### config.mk
export PLATFORM = sky130hd
export DESIGN_NAME = seq_detector_param
export DESIGN_NICKNAME = d
export VERILOG_FILES = /design/src/rtl/seq_det_pkg.sv /design/src/rtl/seq_detector_param_sat_counter.sv /design/src/rtl/seq_detector_param.sv
export SDC_FILE = /design/constraint.sdc
export NUM_CORES = 1
export LEC_CHECK = 0
export CORE_MARGIN = 2
export CORE_UTILIZATION = 48
export DETAILED_ROUTE_END_ITERATION = 16
export PLACE_DENSITY = 0.77
export SETUP_SLACK_MARGIN = 0.5
export SYNTH_ARGS = -nofsm -noshare
export SYNTH_HDL_FRONTEND = slang
export SYNTH_SLANG_ARGS = --single-unit
### constraint.sdc
create_clock -name clk -period 2.6 [get_ports clk]
set_input_delay 0.78 -clock clk [delete_from_list [all_inputs] [get_ports clk]]
set_output_delay 0.78 -clock clk [all_outputs]
set_load 0.02 [all_outputs]
### src/rtl/seq_det_pkg.sv
// Shared types and helpers for the parametrised Moore sequence detector.
// Next-state function implements KMP-style prefix fallback over the pattern.
package seq_det_pkg;

    localparam int unsigned MAX_PAT_W   = 16;
    localparam int unsigned MAX_STATE_W = $clog2(MAX_PAT_W + 1);

    // Longest pattern prefix that is a suffix of (matched prefix of length s, then b).
    function automatic int seq_next_state(input logic [15:0] pattern, input int pat_w,
                                          input int s, input logic b, input logic overlap);
        logic [16:0] seq;
        int          len;
        int          best;
        logic        ok;
        if (s >= pat_w && !overlap) begin
            return (b == pattern[pat_w-1]) ? 1 : 0;
        end
        seq = '0;
        for (int j = 0; j < 17; j++) begin
            if (j < s) begin
                seq[j] = pattern[pat_w-1-j];
            end else if (j == s) begin
                seq[j] = b;
            end
        end
        len  = s + 1;
        best = 0;
        for (int k = 1; k <= 16; k++) begin
            ok = (k <= len) && (k <= pat_w);
            for (int i = 0; i < 16; i++) begin
                if (ok && i < k) begin
                    if (pattern[pat_w-1-i] != seq[len-k+i]) begin
                        ok = 1'b0;
                    end
                end
            end
            if (ok) begin
                best = k;
            end
        end
        return best;
    endfunction

endpackage

### src/rtl/seq_detector_param_sat_counter.sv
// Saturating up-counter with synchronous clear; clear wins over increment.
module sat_counter
    import seq_det_pkg::*;
#(
    parameter int unsigned W = 8
) (
    input  logic         clk,
    input  logic         reset,
    input  logic         inc,
    input  logic         clr,
    output logic [W-1:0] cnt
);

    logic [W-1:0] cnt_q;
    logic [W-1:0] cnt_d;

    always_comb begin
        cnt_d = cnt_q;
        if (clr) begin
            cnt_d = '0;
        end else if (inc && (cnt_q != {W{1'b1}})) begin
            cnt_d = cnt_q + 1'b1;
        end
    end

    always_ff @(posedge clk) begin
        if (reset) begin
            cnt_q <= '0;
        end else begin
            cnt_q <= cnt_d;
        end
    end

    assign cnt = cnt_q;

endmodule

### src/rtl/seq_detector_param.sv
// Parametrised Moore sequence detector with valid qualification and match counter.
// Define SEQ_DET_MEALY_EN to add the combinational one-cycle-early flag y_early.
module seq_detector_param
    import seq_det_pkg::*;
#(
    parameter int unsigned             PAT_W   = 3,
    parameter logic [PAT_W-1:0]        PATTERN = 3'b110,
    parameter int unsigned             OVERLAP = 1,
    parameter int unsigned             CNT_W   = 8
) (
    input  logic                         clk,
    input  logic                         reset,
    input  logic                         in_valid,
    input  logic                         in,
    input  logic                         clr_cnt,
    output logic                         y,
`ifdef SEQ_DET_MEALY_EN
    output logic                         y_early,
`endif
    output logic [CNT_W-1:0]             match_cnt,
    output logic [$clog2(PAT_W+1)-1:0]   state_o
);

    localparam int unsigned     ST_W   = $clog2(PAT_W + 1);
    localparam logic [ST_W-1:0] DET_ST = ST_W'(PAT_W);

    if (PAT_W < 2 || PAT_W > MAX_PAT_W || CNT_W < 1) begin : g_param_check
        $fatal(1, "seq_detector_param: PAT_W must be 2..16 and CNT_W >= 1");
    end

    logic [ST_W-1:0] state_q;
    logic [ST_W-1:0] state_d;
    logic            detect;

    always_comb begin
        state_d = state_q;
        detect  = 1'b0;
        if (in_valid) begin
            state_d = ST_W'(seq_next_state(16'(PATTERN), int'(PAT_W), int'(state_q), in,
                                           OVERLAP != 0));
            detect  = (state_d == DET_ST);
        end
    end

    always_ff @(posedge clk) begin
        if (reset) begin
            state_q <= '0;
        end else begin
            state_q <= state_d;
        end
    end

    assign y       = (state_q == DET_ST);
    assign state_o = state_q;

`ifdef SEQ_DET_MEALY_EN
    assign y_early = ~reset & detect;
`endif

    sat_counter #(
        .W (CNT_W)
    ) u_match_cnt (
        .clk   (clk),
        .reset (reset),
        .inc   (detect),
        .clr   (clr_cnt),
        .cnt   (match_cnt)
    );

endmodule

==> After elaboration in Yosys (flattened, before gate mapping) <==
Cells that the tools add are included.
Widths: inputs -> output; s select.
{ "op_classes": {"addsub": 8, "n_lt_le_gt_ge": 12, "eq_ne": 6, "muxes": 53, "n_reduce_logical": 3} }
{ "ops": {"columns": ["cell", "count"], "rows": [
  ["$mux 1", 44],
  ["$lt 32x7->1 const B", 1],
  ["$bmux 1 s5", 6],
  ["$lt 4x7->1 const B", 3],
  ["$lt 5x7->1 const B", 2],
  ["$add 4x2->5 const B", 2],
  ["$add 8x1->8 const B", 1],
  ["$ne 8x8->1 const B", 1],
  ["$sub 3x2->4 const B", 2],
  ["$le 2x3->1 const A", 2],
  ["$mux 2", 3],
  ["$add 4x3->5 const B", 1],
  ["$eq 2x2->1 const A", 2],
  ["$eq 2x2->1 const B", 2],
  ["$lt 1x2->1 const A", 2],
  ["$sub 3x1->4 const B", 1],
  ["$add 2x1->3 const B", 1],
  ["$le 1x3->1 const A", 1],
  ["$eq 1x2->1 const A", 1],
  ["$logic_not 2->1", 1],
  ["$lt 2x2->1 const A", 1],
  ["$reduce_or 2->1", 1],
  ["$logic_and 1x1->1", 1]
]} }
{ "totals": {"regBits": 10, "inputBits": 5, "out_inout_bits": 11, "wordCells": 84} }

==> Longest topological paths before layout <==
{ "logic_depth": {"depth_word": 19, "ltp_mapped": 10, "depth_no_buf": 9} }

==> Modules after synthesis <==
From an unflattened synthesis, not the netlist that was laid out.
{ "unflattened": {"cells_unflattened": 81, "hier_area_um2": 718.2} }
{ "modules_own_cells": {"columns": ["module", "instances", "cells_per_inst", "area_each_um2", "seq_area_each_um2"], "rows": [
  ["sat_counter", 1, 47, 435.4, 160.2],
  ["seq_detector_param", 1, 34, 282.8, 40.0]
]} }

==> Least setup slack after synthesis <==
No wires, ideal clock.
{ "synth_path": {"path_kind": "reg2reg", "startpoint": "register state_q[0], in the netlist state_o[0]", "endpoint": "register u_match_cnt.cnt_q[7], in the netlist u_match_cnt.cnt[7]", "setup_time_ns": 0.130, "arrival_ns": 2.424, "t_required_ns": 2.470, "setup_slack_ns": 0.046, "stages_incl_launch_ff": 9, "n_path_buf": 1, "period_less_slack_ns": 2.554, "cell_sequence": "dfxtp_1 -> inv_1 -> ha_1 -> or4b_4 -> o211ai_2 -> o21ai_2 -> buf_2 -> o41ai_1 -> a21oi_1"} }
{ "synth_between": {"elab_chain_len": 19, "elab_cells_between_ends": 71, "cone_classes": "7 x add/sub; 6 x order compare; 4 x eq/ne; 52 x mux; 2 x reduce/logical"} }
{ "synth_rtl": {"columns": ["element", "line", "text"], "rows": [
  ["start, declared", "seq_detector_param.sv:31", "logic [ST_W-1:0] state_q;"],
  ["start signal, assigned", "seq_detector_param.sv:49", "state_q <= state_d;"],
  ["parallel branches: the longest is 14 deep, another holds $add 4x2->5", null, null],
  ["$mux 2 (*)", "seq_det_pkg.sv:37", "if (ok) begin"],
  ["$mux 2 (*)", "seq_detector_param.sv:38", "if (in_valid) begin"],
  ["$eq 2x2->1 (*)", "seq_detector_param.sv:41", "detect = (state_d == DET_ST);"],
  ["$mux 1 (*)", "seq_detector_param.sv:38", null],
  ["$logic_and 1x1->1 (*)", "seq_detector_param_sat_counter.sv:21", "end else if (inc && (cnt_q != {W{1'b1}})) begin"],
  ["end signal, assigned", "seq_detector_param_sat_counter.sv:30", "cnt_q <= cnt_d;"],
  ["end, declared", "seq_detector_param_sat_counter.sv:14", "logic [W-1:0] cnt_q;"]
]} }
Every way passes the cells marked *. The select of a mux whose other input is x is not followed.
A chain may end at the register's enable or synchronous reset.

==> Worst setup path after layout <==
{ "layout_path": {"startpoint": "input port in", "endpoint": "register u_match_cnt.cnt_q[4], in the netlist u_match_cnt.cnt[4]"} }
{ "layout_between": {"elab_chain_len": 18, "elab_cells_between_ends": 54, "cone_classes": "1 x eq/ne; 52 x mux; 1 x reduce/logical"} }
{ "layout_rtl": {"columns": ["element", "line", "text"], "rows": [
  ["start, declared", "seq_detector_param.sv:14", "input logic in,"],
  ["$mux 1", "seq_det_pkg.sv:22", "end else if (j == s) begin"],
  ["$mux 1", "seq_det_pkg.sv:20", "if (j < s) begin"],
  ["$mux 1", "seq_detector_param.sv:38", null],
  ["$bmux 1 s5", "seq_det_pkg.sv:32", "if (pattern[pat_w-1-i] != seq[len-k+i]) begin"],
  ["$mux 1 (implied by the code) (2 in series)", "seq_det_pkg.sv:32", null],
  ["$mux 1", "seq_det_pkg.sv:32", null],
  ["$mux 1", "seq_det_pkg.sv:31", "if (ok && i < k) begin"],
  ["$mux 1", "seq_detector_param.sv:38", null],
  ["$mux 1", "seq_det_pkg.sv:31", null],
  ["$mux 1", "seq_detector_param.sv:38", null],
  ["$mux 1", "seq_det_pkg.sv:31", null],
  ["$mux 1", "seq_detector_param.sv:38", null],
  ["$mux 2 (*)", "seq_det_pkg.sv:37", null],
  ["$mux 2 (*)", "seq_detector_param.sv:38", null],
  ["$eq 2x2->1 (*)", "seq_detector_param.sv:41", null],
  ["$mux 1 (*)", "seq_detector_param.sv:38", null],
  ["$logic_and 1x1->1 (*)", "seq_detector_param_sat_counter.sv:21", null]
]} }
Every way passes the cells marked *; elsewhere a longest branch is shown, timed or not. The select of a mux whose other input is x is not followed.

==> impl_metrics.yaml <==
outcome:
  status: "finished clean"
clock_tree:
  cts_tree: "built"
  cts_buffers: 3
  cts_max_level: 1
  clockBufferDepth: 2
  cts-root-buf: "clkbuf_4"
  clkSinkCount: 10
  clk_pin_slew_ns: 0.06
  insertion_delay_ns: 0.26
  cts_hold_buffers: 0
finish:
  final_cell_mix: "clkdlybuf4s50_1 (8), buf_4 (8), dfxtp_1 (8)"
  fin_nets: 129
  synthToLayoutAreaGrowth_pct: 59.4
  drive_above_1_share: 0.322
  postLayoutCellArea_sq_um: 1140
  antennaDiodeCount: 0
synthesis:
  synth_seq_cells: 10
  async_flop_share: 0
  synthCells: 85
  synth-main-ff-cell: "dfxtp_1"
  synthesis.area_sq_um: 718
  syn_nets: 98
  synth-edff-count: 0
  yosys_warnings: 0
  synth.distinct_cells: 30
  yosysSeqAreaShare: 0.279
  avgSynthCellArea_sq_um: 8.45
detailed_routing:
  detailedRoute.firstIterationViolations: 17
  vias: 768
  ant_nets: 0
  drc_errors: 0
  wire_per_inst_um: 15.5
  wl_um: 2020
  drt-pass1-iter-count: 4
  viasPerCell: 5.91
timing:
  grt_setup_unrepaired: "true"
  fmax_mhz: 459
  hold_violations: 0
  fin_ws_ns: 0.422
  worst_pin_slew_ns: 0.649
  finalCritPeriodShare: 0.838
  setup_viol: 0
  maxSlewViolCount: 0
  min_period_ns: 2.18
  fin_worst_skew_ns: 0.00531
  maxSlewHeadroom: 0.564
floorplanning:
  die_h_um: 42.7
  initial_core_util: 0.532
  rows: 13
  die_area_sq_um: 1820
  core_area_sq_um: 1350
  die_width_um: 42.7
  io_pins: 16
setup_path:
  worstPathCellList: "buf_2, or4b_4, o211ai_4, o21ai_4, buf_6, or4_1, a21oi_1"
  crit_path_end_kind: "register"
  crit_path_start_kind: "input port"
  path_buf_inv: 2
  critPathArrivalTime_ns: 2.37
  critPathMaxStageDelay_ns: 0.56
  cp_slowest_cell: "or4b_4"
  crit_family: "simple AND/OR/NAND/NOR gates"
  worstPathMaxFanout: 6
  crit_type: "in -> reg"
  crit_cells: 7
  required_ns: 2.80
  rr_worst_depth: 8
global_routing:
  met3_usage: 0.0766
  grt_pass1_wl_um: 2970
  grt-busiest-layer: "met2"
  use_met1: 0.272
  grt_max_degree: 10
  overflow: 0
  grt_pass1_vias: 704
  antenna_found_initial: 0
  grt_usage: 0.213
  met2_usage: 0.345
placed_design:
  gp_congestion: 0.726
  portBuffers: 15
  hpwl_um: 1220
  dpl_cell_area_sq_um: 951
  pre_cts_ws_ns: -0.102
power:
  p_sw_mw: 0.193
  combinationalPowerShare: 0.494
  p_per_area_nw_per_um2: 479
  p_int_mw: 0.356
  sw_frac_of_total: 0.352
  irDropWorstVdd_mv: 0.312
  clkPwrFrac: 0.202
  seqPwrFrac: 0.304
  p_leak_nw: 0.448
worst_hold_path:
  worstHoldPathType: "reg -> reg"
  worstHoldPathCells: 2
job:
  maxCapViolCount: 0
## synthesized netlist by cell type, types with 2 or more instances
cell type	count	area share
nand3_1	5	0.035
mux2i_1	2	0.028
nand2_1	6	0.031
inv_1	4	0.021
or4_1	3	0.031
a21oi_1	8	0.056
or3_1	3	0.026
a311oi_1	2	0.024
o21a_1	2	0.021
nand3b_1	2	0.021
dfxtp_1	10	0.28
nor2_1	6	0.031
xnor2_1	2	0.024
o31ai_1	3	0.031
o21ai_0	4	0.028
ha_1	8	0.14
nor4_2	2	0.035
## power by group through the flow
stage | combinational (mW) | clock, mW | sequential [mW]
after global placement | 0.163 | 0 | 0.173
after global routing | 0.294 | 0.123 | 0.167
final | 0.271 | 0.111 | 0.167
after detailed placement | 0.168 | 0 | 0.173
after CTS | 0.231 | 0.115 | 0.165
after floorplan | 0.113 | 0 | 0.177
## flip-flops by register name, summed over array words and instances (netlist names)
name	cells
state_o	2
u_match_cnt.cnt	8
## per-stage QoR
stage          power [mW]  setup TNS, ns  hold slack [ns]  std cells   util
2_1_floorplan       0.290              0            0.533         85      -
4_1_cts             0.511              0            0.505        128  0.784
5_1_grt             0.584              0            0.518        130  0.848
3_3_place_gp        0.335         -0.187            0.481        117  0.704
3_5_place_dp        0.341         -0.489            0.483        117  0.704
6_report            0.549              0            0.506        130  0.848
## path summary, 6_finish.rpt
kind | slack [ns] | from | endpoint
max | 0.42 | in | u_match_cnt.cnt[4]
min | 0.51 | u_match_cnt.cnt[6] | u_match_cnt.cnt[6]
max reg2reg | 0.44 | state_o[1] | u_match_cnt.cnt[4]
min reg2reg | 0.51 | u_match_cnt.cnt[6] | u_match_cnt.cnt[6]
## worst register-to-register path, cell delays in order (launching register included)
cell      delay (ns)
dfxtp_4         0.38
inv_4           0.04
ha_4            0.26
or4b_4          0.51
o211ai_4        0.12
o21ai_4         0.12
buf_6           0.13
or4_1           0.40
a21oi_1         0.15
## kinds of logic (layout without fill, tap and decap cells)
group                      after synthesis  in the layout  share of synthesized area
AOI/OAI and AO/OA                       23             23                      0.214
xor gates and xnor gates                 2              2                     0.0244
adders and majority gates                8              8                      0.139
buffers and inverters                    7             37                     0.0383
DFF                                     10             10                      0.279
muxes                                    2              2                     0.0279
and+or+nand+nor                         33             33                      0.277
## metal layers
metal,part of all wire,vias to the layer above
li1,-,381
met1,0.49,362
met2,0.46,23
met3,0.048,2
met4,0.0030,0
met5,0,-
## repair_timing
item / in CTS / in global routing
pin swaps: 14 / 13
cloned: 0 / 0
setup buffers: 7 / 2
setup endpoints to repair: 14 / 13
gates resized for setup: 18 / 15
## layout make-up
class	instances	area, sq um
multi-input cells	68	597
clock buffers	4	26.3
flip-flops and latches	10	208
well taps	15	18.8
fillers	74	205
repair buffers	29	273
inverters	4	22.5
(Power assumes the default switching activity.)
